===== src/rtl/apagador_escalera_temporizado.sv =====
// apagador_escalera_temporizado
// Clocked two-way staircase light: two raw lever inputs are synchronised and
// debounced, and any accepted flip of either lever toggles the lamp.
// Optional auto-off timer enabled by defining APAGADOR_AUTO_OFF_EN.
module apagador_escalera_temporizado #(
    parameter int unsigned DEBOUNCE_CYCLES = 4,
    parameter int unsigned TIMEOUT_CYCLES  = 1000
) (
    input  logic clk,
    input  logic rst,
    input  logic abajo,
    input  logic arriba,
    output logic foco,
    output logic evento
);

    localparam int unsigned CW = $clog2(DEBOUNCE_CYCLES + 1);
    localparam logic [CW-1:0] CNT_LAST = CW'(DEBOUNCE_CYCLES - 1);

    // Reject parameter values the debouncer and timer cannot represent.
    if (DEBOUNCE_CYCLES < 1 || TIMEOUT_CYCLES < 2) begin : g_param_check
        $error("apagador_escalera_temporizado: DEBOUNCE_CYCLES must be >= 1 and TIMEOUT_CYCLES >= 2");
    end

    typedef enum logic {
        APAGADO   = 1'b0,
        ENCENDIDO = 1'b1
    } estado_t;

    // Bit 0 is the downstairs lever, bit 1 the upstairs lever.
    logic [1:0]    crudo;
    logic [1:0]    s1;
    logic [1:0]    s2;
    logic [1:0]    nivel;
    logic [1:0]    cambio;
    logic [CW-1:0] cnt [2];
    logic          t;

    estado_t estado;
    estado_t estado_sig;
    logic    evento_sig;

`ifdef APAGADOR_AUTO_OFF_EN
    localparam int unsigned TW = $clog2(TIMEOUT_CYCLES);
    localparam logic [TW-1:0] TIMER_LAST = TW'(TIMEOUT_CYCLES - 1);

    logic [TW-1:0] timer;
    logic [TW-1:0] timer_sig;
`endif

    assign crudo = {arriba, abajo};

    // Two-flop synchroniser; reset preloads the raw levels so held levers do not toggle.
    always_ff @(posedge clk) begin
        if (rst) begin
            s1 <= crudo;
            s2 <= crudo;
        end else begin
            s1 <= crudo;
            s2 <= s1;
        end
    end

    // Debouncer: accept a new level after DEBOUNCE_CYCLES consecutive differing cycles.
    always_ff @(posedge clk) begin
        if (rst) begin
            nivel  <= crudo;
            cambio <= '0;
            for (int unsigned i = 0; i < 2; i++) begin
                cnt[i] <= '0;
            end
        end else begin
            for (int unsigned i = 0; i < 2; i++) begin
                cambio[i] <= 1'b0;
                if (s2[i] != nivel[i]) begin
                    if (cnt[i] == CNT_LAST) begin
                        nivel[i]  <= s2[i];
                        cnt[i]    <= '0;
                        cambio[i] <= 1'b1;
                    end else begin
                        cnt[i] <= cnt[i] + 1'b1;
                    end
                end else begin
                    cnt[i] <= '0;
                end
            end
        end
    end

    // Simultaneous flips of both levers cancel each other.
    assign t = cambio[0] ^ cambio[1];

    // FSM state register; evento is registered so it lines up with the foco change.
    always_ff @(posedge clk) begin
        if (rst) begin
            estado <= APAGADO;
            evento <= 1'b0;
`ifdef APAGADOR_AUTO_OFF_EN
            timer  <= '0;
`endif
        end else begin
            estado <= estado_sig;
            evento <= evento_sig;
`ifdef APAGADOR_AUTO_OFF_EN
            timer  <= timer_sig;
`endif
        end
    end

    // Next-state logic: toggles flip the lamp, timeout (if enabled) forces it off.
    always_comb begin
        estado_sig = estado;
        evento_sig = t;
`ifdef APAGADOR_AUTO_OFF_EN
        timer_sig  = '0;
`endif
        case (estado)
            APAGADO: begin
                if (t) begin
                    estado_sig = ENCENDIDO;
                end
            end
            ENCENDIDO: begin
`ifdef APAGADOR_AUTO_OFF_EN
                if (t || timer == TIMER_LAST) begin
                    estado_sig = APAGADO;
                end else begin
                    timer_sig = timer + 1'b1;
                end
`else
                if (t) begin
                    estado_sig = APAGADO;
                end
`endif
            end
            default: begin
                estado_sig = APAGADO;
            end
        endcase
    end

    assign foco = (estado == ENCENDIDO);

endmodule


===== config.mk =====
export PLATFORM = sky130hd
export DESIGN_NAME = apagador_escalera_temporizado
export DESIGN_NICKNAME = d
export VERILOG_FILES = /design/src/rtl/apagador_escalera_temporizado.sv
export SDC_FILE = /design/constraint.sdc
export NUM_CORES = 1
export LEC_CHECK = 0
export ABC_CLOCK_PERIOD_IN_PS = 1300
export BUFFER_PORTS_ARGS = -buffer_cell sky130_fd_sc_hd__buf_2
export CAP_MARGIN = 10
export CORE_MARGIN = 4
export CORE_UTILIZATION = 40
export CTS_BUF_LIST = sky130_fd_sc_hd__clkbuf_8
export DETAILED_ROUTE_END_ITERATION = 12
export HOLD_SLACK_MARGIN = 0.1
export PLACE_DENSITY = 0.64
export SYNTH_ARGS = -nofsm -noshare
export SYNTH_HDL_FRONTEND = slang
export SYNTH_SLANG_ARGS = --single-unit

===== constraint.sdc =====
create_clock -name clk -period 1.3 [get_ports clk]
set_clock_uncertainty 0.15 [all_clocks]
set_input_delay 0.26 -clock clk [delete_from_list [all_inputs] [get_ports clk]]
set_output_delay 0.26 -clock clk [all_outputs]
set_load 0.005 [all_outputs]

==> summary.md <==
| Metric | Value |
|---|---|
| Number of nets in the finished design | 85 |
| Number of synthesized flops with an enable pin | 8 |
| Worst reg2reg path depth | 4 |
| Clock transition at the registers of the reported paths | 0.06 ns |
| Internal power of the cells | 0.925 mW |
| Peak Freq | 738 MHz |
| Detailed Routing Iterations Pass 1 | 2 |
| Yosys warning total | 0 |
| Site row count | 14 |
| Worst setup startpoint | cnt[0][0] |
| Path type of the worst min-delay path | primary input to flip-flop |
| Leakage power total | 0.381 nW |
| Combinational power share | 0.141 |
| Largest family of logic cells by synthesized area | simple AND/OR/NAND/NOR gates |
| Register-to-register setup slack | -0.06 ns |
| Mapped Area | 667 um2 |
| Clock insertion delay at the later pin of the skew report | 0.25 ns |
| Number of distinct library cell variants in the gate-level netlist after synthesis | 18 |
| Most used DFF post-synth | edfxtp_1 |
| Post-Synth Simple-Gate Area | 0.129 |
| Area of all placed cells without fillers | 937 um2 |
| Crit path buffers/inverters | 1 |
| Final hold viol count | 0 |
| Startpoint-to-endpoint class of the critical path | flip-flop to flip-flop |
| Sum of net half-perimeters after detailed placement | 640 um |
| Layout cell share with drive strength beyond 1 | 0.421 |
| Area fraction in compound gates after synthesis | 0.0525 |
| CP cell instances | ha_2 > ha_4 > inv_2 > o21bai_1 |
| Sequential share of the synthesized area | 0.600 |
| Proportion of synthesized area in mux cells | 0.0169 |
| Seq. cell area | 400 um2 |
| Sw Share | 0.220 |
| Startpoint of the lowest-slack register-to-register path | cnt[0][0] |
| Total chip power | 1.19 mW |
| Final count of pins violating max slew | 0 |
| Largest net degree at the start of global routing | 20 |
| Full die area | 0.00238 mm2 |
| Endpoint of the most critical register-to-register path | nivel[0] |
| Final estimated routing congestion in global placement | 0.633 |
| Vias | 429 |
| Worst setup timing slack at the placement stage | -0.101 ns |
| Wire length after detailed routing | 1.01 mm |
| Ratio of final minimum period to clock period | 1.04 |
| GRT overflow | 0 |
| Register share of total power | 0.493 |
| Die Y-Extent | 48.8 um |
| Cell types occupying the most area after synthesis | edfxtp_1, dfxtp_1, ha_1 |
| Minimum period implied by the final worst setup slack | 1.36 ns |
| CP Data Required Time | 1.11 ns |
| Number of storage elements in the synthesis netlist | 16 |
| Clock share of power | 0.366 |
| Crit path setup slack, layout | -0.0558 ns |
| Number of clock sinks seen by CTS | 16 |
| Area share of the leading cell type in the synthesized netlist | 0.360 |
| Post-Synth XOR/XNOR Area | 0.0507 |
| Failing checks | setup timing |
| Buffer levels on the longest clock path | 2 |
| Mapped Avg Cell Area | 12.3 um2 |
| Mean number of vias per cell | 4.66 |
| Adder and majority gate portion of the synthesized area | 0.0750 |
| Library cell occupying the most area in the post-synthesis netlist | edfxtp_1 |
| Number of DRC markers in iteration 0 | 1 |
| Power density normalized to cell area | 1260 mW/mm2 |
| Share of synthesized registers carrying an async set or reset | 0 |
| Top Family by Delay on Critical Path | adder cells |
| Startpoint of the tightest hold check path | rst |
| Synth top cells by count | dfxtp_1, edfxtp_1, inv_1 |
| Remaining number of nets flagged by the antenna check after routing | 0 |
| Hold path endpoint | evento |
| Core Footprint | 0.00154 mm2 |
| Hold Path Stages | 2 |
| Buffer type at the clock tree root | clkbuf_8 |
| Clock buffers created by TritonCTS | 3 |
| Io pins | 6 |
| Port buffer count | 5 |
| Via count of the first global-routing pass | 422 |
| Clock tree from TritonCTS | built |
| First-pass GRT wire length | 1.78 mm |
| Peak ir drop on the vdd network | 0.000733 V |
| WL per Instance | 10.9 um |
| Net Switching | 0.260 mW |
| # Max-Cap Violations | 0 |
| Tot GR Track Use | 0.0996 |
| Syn-to-layout area delta | 40.5% |
| Startpoint types | flip-flop |
| Antenna cells | 0 |
| Initial antenna violation count | 0 |
| Delay of the slowest critical-path stage | 0.36 ns |
| Placed standard-cell area | 782 um2 |
| Setup TNS | -0.233 ns |
| Area of the multi-input gates | 327 um2 |
| Setup violators final | 8 |
| Cells after synthesis | 54 |
| Final routed DRC violation total | 0 |
| Largest fanout of any net on the critical path | 4 |
| Starting Density | 0.433 |
| Filler cells | 136 |
| RSZ-0062 raised after global routing | yes |
| Category of the worst setup path capture point | flip-flop |
| Result of the run | finished, violations left |
| Crit-path slowest cell | edfxtp_1 |
| Chip width | 48.8 um |
| Arrival @ worst endpoint | 1.17 ns |
| Max H-tree Level | 1 |
## cell type report
cell class,count,share of cell area
multi-input cells,33,0.348
clock buffers,4,0.0587
inverters,8,0.0320
flip-flops and latches,16,0.427
well taps,16,0.0214
repair buffers,15,0.112
## routing by layer
layer  global-route usage  vias to the layer above  part of all wire
met3               0.0306                        5             0.047
met4               0.0942                        0             0.045
met5                    0                        -                 0
li1                     -                      223                 -
met2                0.141                        9              0.40
met1                0.117                      192              0.51
## power groups by stage
stage	Combinational [mW]	Sequential, mW	Clock [mW]
after floorplan	0.0843	0.590	0
final	0.168	0.584	0.434
after global routing	0.188	0.587	0.471
after CTS	0.140	0.582	0.452
after detailed placement	0.122	0.593	0
after global placement	0.116	0.591	0
## how the worst max path moves through the flow
stage / endpoint / slack (ns) / depth (start not counted)
2_1_floorplan: cnt[0][2] / -0.01 / 3
3_3_place_gp: cnt[0][2] / -0.06 / 3
3_5_place_dp: cnt[1][2] / -0.10 / 3
4_1_cts: nivel[0] / -0.07 / 4
5_1_grt: nivel[0] / -0.11 / 4
6_report: nivel[0] / -0.06 / 4
## through the flow
stage                     instances  hold WS, ns   util
after floorplan                  59        0.138      -
after global placement           83        0.227  0.507
after detailed placement         83        0.227  0.507
after CTS                        90        0.242  0.573
after global routing             92        0.313  0.608
final                            92        0.275  0.608
## registers in the layout, summed over array words and instances, names as in the netlist
name    count
foco        1
cambio      2
s2          2
evento      1
cnt         6
nivel       2
s1          2
## what timing repair did
item,CTS,global route
setup buffers,1,2
resized for setup,4,6
endpoints found under the setup margin,8,10
hold endpoints to repair,4,0
pin swaps,10,6
hold buffers,2,0
## cells in the final DEF, fill, tap and decap left out
master and n:
nand2_1 2, dfxtp_1 8, inv_2 2, ha_2 1, buf_2 5, buf_4 8, nor2_1 2, nor3_1 1
mux2_2 1, edfxtp_1 8, nor3_2 1, xnor2_1 2, inv_1 6, nor4_2 3, clkbuf_8 4, conb_1 6
dlygate4sd3_1 2, nor2b_1 1, o21bai_1 2, nor4b_4 1, xnor2_2 1, nor4_4 1, o21ai_0 4, ha_4 3
nor4b_2 1
## cell families (layout without fill, tap and decap cells)
| logic type | Yosys count | in the layout |
|---|---|---|
| and+or+nand+nor | 13 | 13 |
| DFF | 16 | 16 |
| buffers and inverters | 10 | 27 |
| adders and majority gates | 4 | 4 |
| AOI/OAI and AO/OA | 6 | 6 |
| xor gates and xnor gates | 3 | 3 |
| muxes | 1 | 1 |
| other | 1 | 6 |
Note: power is estimated with default switching activity, not from simulation.
